--- src/rtl/note_envelope.sv ---
// rtl/note_envelope.sv - ADSR gain envelope applied to a sample stream through a 2-cycle multiply pipeline
module note_envelope #(
  parameter logic [15:0] ATTACK_STEP   = 16'h0100,
  parameter logic [15:0] DECAY_STEP    = 16'h0040,
  parameter logic [15:0] SUSTAIN_LEVEL = 16'hA000,
  parameter logic [15:0] RELEASE_STEP  = 16'h0020
) (
  input  logic        clk_100,
  input  logic        reset,
  input  logic        note_on,
  input  logic        note_off,
  input  logic [15:0] sample_in,
  input  logic        in_ready,
  output logic [15:0] sample_out,
  output logic        out_ready,
  output logic [15:0] env_level,
  output logic [2:0]  env_state
);

  localparam logic [2:0] ST_IDLE    = 3'd0;
  localparam logic [2:0] ST_ATTACK  = 3'd1;
  localparam logic [2:0] ST_DECAY   = 3'd2;
  localparam logic [2:0] ST_SUSTAIN = 3'd3;
  localparam logic [2:0] ST_RELEASE = 3'd4;

  logic [15:0]        s1, e1;
  logic               v1;
  logic [16:0]        att_sum, dec_diff, rel_diff;
  logic [15:0]        env_next;
  logic [2:0]         step_state, state_next;
  logic signed [32:0] s_ext, e_ext, product;
  logic               unused_product_bits;

  // The 17th bit catches both attack overflow and decay/release underflow.
  always_comb begin
    att_sum    = {1'b0, env_level} + {1'b0, ATTACK_STEP};
    dec_diff   = {1'b0, env_level} - {1'b0, DECAY_STEP};
    rel_diff   = {1'b0, env_level} - {1'b0, RELEASE_STEP};
    env_next   = env_level;
    step_state = env_state;
    case (env_state)
      ST_ATTACK: begin
        env_next = att_sum[16] ? 16'hFFFF : att_sum[15:0];
        if (att_sum[16] || att_sum[15:0] == 16'hFFFF) step_state = ST_DECAY;
      end
      ST_DECAY: begin
        if (dec_diff[16] || dec_diff[15:0] <= SUSTAIN_LEVEL) begin
          env_next   = SUSTAIN_LEVEL;
          step_state = ST_SUSTAIN;
        end else begin
          env_next = dec_diff[15:0];
        end
      end
      ST_SUSTAIN: env_next = SUSTAIN_LEVEL;
      ST_RELEASE: begin
        if (rel_diff[16] || rel_diff[15:0] == 16'h0000) begin
          env_next   = 16'h0000;
          step_state = ST_IDLE;
        end else begin
          env_next = rel_diff[15:0];
        end
      end
      default: begin
        env_next   = 16'h0000;
        step_state = ST_IDLE;
      end
    endcase

    // Gate events override whatever transition the gain step asked for.
    state_next = in_ready ? step_state : env_state;
    if (note_on)
      state_next = ST_ATTACK;
    else if (note_off && (env_state == ST_ATTACK || env_state == ST_DECAY ||
                          env_state == ST_SUSTAIN))
      state_next = ST_RELEASE;
  end

  always_comb begin
    s_ext   = {{17{s1[15]}}, s1};
    e_ext   = {17'b0, e1};
    product = s_ext * e_ext;
  end

  assign unused_product_bits = ^{product[32], product[15:0]};

  always_ff @(posedge clk_100) begin
    if (reset) begin
      env_state  <= ST_IDLE;
      env_level  <= 16'h0000;
      s1         <= 16'h0000;
      e1         <= 16'h0000;
      v1         <= 1'b0;
      sample_out <= 16'h0000;
      out_ready  <= 1'b0;
    end else begin
      env_state <= state_next;
      if (in_ready) env_level <= env_next;
      v1 <= in_ready;
      if (in_ready) begin
        s1 <= sample_in;
        e1 <= env_level;
      end
      out_ready <= v1;
      if (v1) sample_out <= product[31:16];
    end
  end

endmodule
--- config.mk ---
export PLATFORM = sky130hd
export DESIGN_NAME = note_envelope
export DESIGN_NICKNAME = d
export VERILOG_FILES = /design/src/rtl/note_envelope.sv
export SDC_FILE = /design/constraint.sdc
export NUM_CORES = 1
export LEC_CHECK = 0
export CAP_MARGIN = 20
export CORE_MARGIN = 1.5
export CORE_UTILIZATION = 57
export DETAILED_ROUTE_END_ITERATION = 6
export PLACE_DENSITY = 0.79
export SLEW_MARGIN = 10
export SYNTH_ARGS = -nofsm -noshare
export SYNTH_HDL_FRONTEND = slang
export SYNTH_SLANG_ARGS = --single-unit
export TNS_END_PERCENT = 30
--- constraint.sdc ---
create_clock -name clk_100 -period 5.8 [get_ports clk_100]
set_clock_uncertainty 0.15 [all_clocks]
set_input_delay 1.74 -clock clk_100 [delete_from_list [all_inputs] [get_ports clk_100]]
set_output_delay 1.74 -clock clk_100 [all_outputs]
set_load 0.02 [all_outputs]
# ---- Yosys cells after proc, flatten, opt, wreduce, memory -nomap -nowiden
# Cells that the tools add are included.
# W data, S select, Z words.
dict set report totals {
  reg_bits 69
  input_bits 21
  elab_cells 56
}
dict set report classes {
  addsub 3
  n_mul 1
  magnitude_cmp 1
  eq_ne 16
  mux 11
  bitwise_logic 1
  reduce_logical 14
}
# op count
set op_table {}
lappend op_table {{$pmux W16 S4} 1}
lappend op_table {{$mux W16} 3}
lappend op_table {{$mul A16 B17 Y32} 1}
lappend op_table {{$add A16 B9 Y17 const B} 1}
lappend op_table {{$sub A16 B6 Y17 const B} 1}
lappend op_table {{$sub A16 B7 Y17 const B} 1}
lappend op_table {{$eq A16 B16 Y1 const B} 1}
lappend op_table {{$le A16 B16 Y1 const B} 1}
lappend op_table {{$logic_not A16 Y1} 1}
lappend op_table {{$mux W3} 5}
lappend op_table {{$reduce_and A5 Y1} 3}
lappend op_table {{$pmux W3 S4} 1}
lappend op_table {{$ne A3 B2 Y1 const B} 3}
lappend op_table {{$ne A4 B3 Y1 const B} 2}
lappend op_table {{$eq A3 B2 Y1 const B} 2}
lappend op_table {{$ne A2 B2 Y1 const B} 3}
lappend op_table {{$logic_or A1 B1 Y1} 5}
lappend op_table {{$ne A4 B4 Y1 const B} 1}
lappend op_table {{$eq A3 B1 Y1 const B} 1}
lappend op_table {{$eq A3 B3 Y1 const B} 1}
lappend op_table {{$ne A3 B3 Y1 const B} 1}
lappend op_table {{$reduce_bool A3 Y1} 1}
lappend op_table {{$reduce_or A3 Y1} 1}
lappend op_table {{$ne A2 B1 Y1 const B} 1}
lappend op_table {{5 further kinds} 5}

# ---- Longest topological paths before layout
dict set report logic_depth {
  word_depth 8
  depth_mapped 24
}

# ---- Least setup slack after synthesis
# No wires, ideal clock.
dict set report synth_path {
  path_type {reg-to-reg}
  start {register s1[8]}
  end {register sample_out[8]}
  setup_time_ns 0.120
  t_arrival_ns 5.656
  required_time_ns 5.530
  slack_ns -0.126
  stages_incl_launch_ff 23
  n_path_buf 2
  cell_sequence {dfxtp_1 -> clkbuf_1 -> clkbuf_1 -> nand2_1 -> fa_1 -> inv_1 -> fa_1 -> inv_1 -> fa_1 -> inv_1 -> fa_1 -> fa_1 -> inv_1 -> fa_1 -> inv_1 -> ha_1 -> nand4_1 -> or2_2 -> o211ai_1 -> a21oi_1 -> nor2_1 -> nor4_1 -> a211o_1}
}
dict set report synth_between {
  elab_chain_cells 1
}
# item line
set synth_lines {}
lappend synth_lines {{from (decl)} 26} ;# logic [15:0] s1, e1;
lappend synth_lines {{from (signal assigned)} 100} ;# s1 <= sample_in;
lappend synth_lines {{$mul A16 B17 Y32} 81} ;# product = s_ext * e_ext;
lappend synth_lines {{to (signal assigned)} 104} ;# if (v1) sample_out <= product[31:16];
lappend synth_lines {{to (decl)} 14} ;# output logic [15:0] sample_out,
# No other way between the ends.
# A chain may end at the register's enable or synchronous reset.

# ---- Worst setup path in the final report
dict set report layout_path {
  start {register s1[4]}
  end {register sample_out[4]}
}
# The elaborated chain is that of the path after synthesis.

==> run_results.csv <==
group,metric,value,unit
sta,worst_pin_slew,0.965,ns
routing,detail-route-antenna-nets,0,
finish,drive_gt1_frac,0.156,
logic_synthesis,syn_nets,1642,
routing,drcViolationCount,0,
finish,num-fill-cells,1434,
setup_path,rr_worst_depth,21,
floorplan,start_util,0.578,
logic_synthesis,synth_edf_count,0,
run_status,outcome,"finished, violations left",
finish,nNetsFinal,1746,
logic_synthesis,syn-cell-area,11200,sq um
logic_synthesis,synthCells,1323,
logic_synthesis,ys_ff_latch,61,
sta,relSlewSlack,0.352,
setup_path,cp.required,5.88,ns
sta,fmax,0.169,GHz
sta,maxSlewViolCount,0,
finish,syn2layout_area_growth,19.3,%
setup_path,cp_common_cell,"fa_1",
place,dp_cells,1668,
floorplan,rows,51,
pwr,powerDensity,98.8,nW/um^2
cts,cts_tree,"done",
setup_path,arrival,5.99,ns
sta,fin_ws,-0.112,ns
sta,rsz0062_at_grt,"true",
pwr,ir_worst_vdd,134,uV
sta,setup_violations,9,
floorplan,die_w,143,um
logic_synthesis,ys_seq_area_frac,0.109,
routing,drt-wirelength-per-cell,18.2,um
cts,cts_sinks,61,
routing,dr.pass1.iters,6,
routing,viasPerCell,5.72,
place,routabilityCongestion,0.937,
worst_hold_path,hp-class,"reg -> reg",
job,maxCapViolCount,0,
logic_synthesis,synth_cell_types,71,
global_routing,grt_max_degree,46,
floorplan,die_h,143,um
worst_hold_path,hold_depth,2,
global_routing,grtUsageTotal,0.306,
setup_path,r2r_end,"sample_out[4]",
setup_path,path_cells,"and2_4 > fa_1 > inv_2 > fa_1 > fa_1 > inv_2 > fa_1 > fa_1 > inv_1 > fa_1 > inv_2 > ha_4 > a2111oi_4 > o21ai_1 > a32oi_2 > o211ai_1 > buf_4 > a21oi_4 > xor2_1 > nor2_1 > a31o_2",
run_status,failed_checks,"negative setup slack",
routing,routed_wl,30900,um
cts,clkLatencyLatePin,0.34,ns
logic_synthesis,postSynthAreaPerCell,8.47,sq um
pwr,total_power,1.32,mW
pwr,p_leak,6.57,nW
setup_path,cp_slowest_stage_delay,0.58,ns
floorplan,dieArea,20500,sq um
cts,clk_pin_slew,0.07,ns
global_routing,overflow,0,
setup_path,rrSetupSlack,-0.11,ns
finish,finalNonFillerCells,1697,
floorplan,io_pins,57,
global_routing,antenna_found_initial,0,
cts,clk_path_buf_depth,2,
setup_path,endpoint_kind,"flip-flop",
cts,cts_root_buffer,"clkbuf_16",
setup_path,crit_fanout,5,
setup_path,crit_path_start_kind,"flip-flop",
routing,drt_iter0_markers,828,
finish,n_antenna_cell,0,
worst_hold_path,hold_path_end,"sample_out[13]",
cts,cts_buffers,9,
place,portBuffers,56,
floorplan,core_area,19400,sq um
place,dp_hpwl,22900,um
sta,hold_viol_final,0,
sta,fin_crit_sh,1.02,
finish,multiInputGateArea,9130,sq um
sta,layout_min_cycle_time,5.91,ns
cts,htreeDepth,3,
logic_synthesis,ys_async_sr_fraction,0,
setup_path,crit_slowest_cell,"fa_1",
setup_path,path_delay_family,"adder cells",
setup_path,path_buf_inv,5,
setup_path,rr_startpoint,"s1[4]",
routing,route.vias.total,9710,
logic_synthesis,ys_warn_count,0,
cts,cts_hold_buf,0,
worst_hold_path,worstHoldStart,"sample_out[13]",
setup_path,path_class,"reg -> reg",
finish,seq_area,1270,sq um
logic_synthesis,synth_flop_cell,"dfxtp_1",
global_routing,grt_pass1_vias,9958,
global_routing,grt_pass1_wl,48900,um
==> layout by cell type, fill, tap and decap left out, types with 8 or more instances in the layout <==
cell,instances
nor3_1,10
nand3_1,16
o22ai_1,13
nand2b_1,11
fa_1,161
nor2_1,84
ha_1,122
and2_1,90
clkdlybuf4s50_1,54
dfxtp_1,42
xor2_1,17
o21ai_0,15
nand4_1,8
buf_4,104
a21oi_1,32
xnor2_1,26
clkbuf_16,9
dfxtp_4,12
a21oi_2,10
ha_4,9
mux2i_1,33
inv_1,242
nand2_1,144
o21ai_1,10
==> synthesized netlist by cell type, types with 3 or more instances <==
library cell | n | area (sq um)
nand2_1 | 147 | 552
o211ai_1 | 5 | 37.5
o221ai_1 | 3 | 26.3
nor3_1 | 11 | 55.1
o21ai_0 | 24 | 120
o31ai_1 | 3 | 22.5
a21o_1 | 5 | 37.5
a211oi_1 | 12 | 90.1
xnor2_1 | 28 | 245
nor4_1 | 7 | 43.8
xor2_1 | 17 | 149
o41ai_1 | 3 | 26.3
a31oi_1 | 9 | 56.3
a21oi_1 | 43 | 215
nor2_1 | 86 | 323
nor3b_1 | 3 | 22.5
fa_1 | 167 | 3340
nand3_1 | 16 | 80.1
nand2b_1 | 11 | 68.8
and2_1 | 96 | 601
dfxtp_1 | 61 | 1220
clkbuf_1 | 62 | 233
ha_1 | 131 | 1640
buf_4 | 4 | 30.0
a31o_2 | 3 | 26.3
nand4_1 | 8 | 50.1
inv_1 | 248 | 931
mux2i_1 | 33 | 330
o22ai_1 | 13 | 81.3
a2bb2oi_1 | 3 | 26.3
a32oi_1 | 3 | 26.3
and3_1 | 7 | 43.8
or2_2 | 4 | 25.0
a21boi_0 | 3 | 22.5
==> metal layers <==
metal	vias up	global-route usage	routed length, um	share of wire
met1	4741	0.408	12400	0.40
met5	-	0	0	0
met3	104	0.0362	2200	0.071
met4	0	0.114	1290	0.042
li1	4385	-	-	-
met2	480	0.511	15100	0.49
==> worst max path at each step <==
stage | start | end | slack [ns] | cells after the start
floorplan | s1[7] | sample_out[8] | 0.002 | 21
global placement | e1[10] | sample_out[4] | -0.21 | 20
detailed placement | e1[4] | sample_out[8] | -0.30 | 22
CTS | s1[4] | sample_out[12] | -0.03 | 23
global route | s1[4] | sample_out[4] | -0.24 | 21
finish | s1[4] | sample_out[4] | -0.11 | 21
==> power breakdown <==
| group | total, mW | switching, mW | leakage [nW] | internal [mW] |
|---|---|---|---|---|
| logic | 0.247 | 0.138 | 5.90 | 0.109 |
| registers | 0.450 | 0.0219 | 0.508 | 0.429 |
| clock network | 0.624 | 0.232 | 0.160 | 0.392 |
| total | 1.32 | 0.392 | 6.57 | 0.930 |
==> through the flow <==
step / hold slack, ns / setup TNS [ns] / util / worst slack, ns / instance area, sq um
2_1_floorplan: 0.337 / 0 / - / 0.00192 / 11200
3_3_place_gp: 0.305 / -1.27 / 0.645 / -0.209 / 12500
3_5_place_dp: 0.301 / -2.66 / 0.645 / -0.302 / 12500
4_1_cts: 0.323 / -0.0439 / 0.673 / -0.0253 / 13100
5_1_grt: 0.336 / -2.23 / 0.689 / -0.241 / 13400
6_report: 0.313 / -0.366 / 0.689 / -0.112 / 13400
==> cell families (layout without fill, tap and decap cells) <==
logic type / after synthesis / in the layout / share of synthesized area
compound gates: 159 / 159 / 0.0968
xor+xnor: 45 / 45 / 0.0352
fa+ha+maj: 300 / 300 / 0.446
buf+inv: 319 / 428 / 0.110
flops: 61 / 61 / 0.109
mux: 34 / 34 / 0.0305
simple gates: 405 / 405 / 0.173
==> layout make-up <==
cell class                 instances  share of cell area
timing repair buffer             163               0.102
clock buffer                      10              0.0179
tap                              265              0.0248
multi-input combinational        943               0.683
clock inverter                     6             0.00702
inverter                         249              0.0699
sequential                        61              0.0953
==> sequential cells by signal (all words and copies together), names as in the netlist <==
name and count:
e1 12, env_level 12, env_state 3, out_ready 1, s1 16, sample_out 16, v1 1
==> tightest hold or removal path, stage by stage, from the launching register on <==
cell	delay [ns]
dfxtp_1	0.31
nand2_1	0.06
o21ai_1	0.05
==> repair_timing <==
item	CTS	global route
pin swaps	18	46
setup endpoints to repair	16	16
setup buffers	6	8
resized for setup	52	64
(Power assumes the default switching activity.)
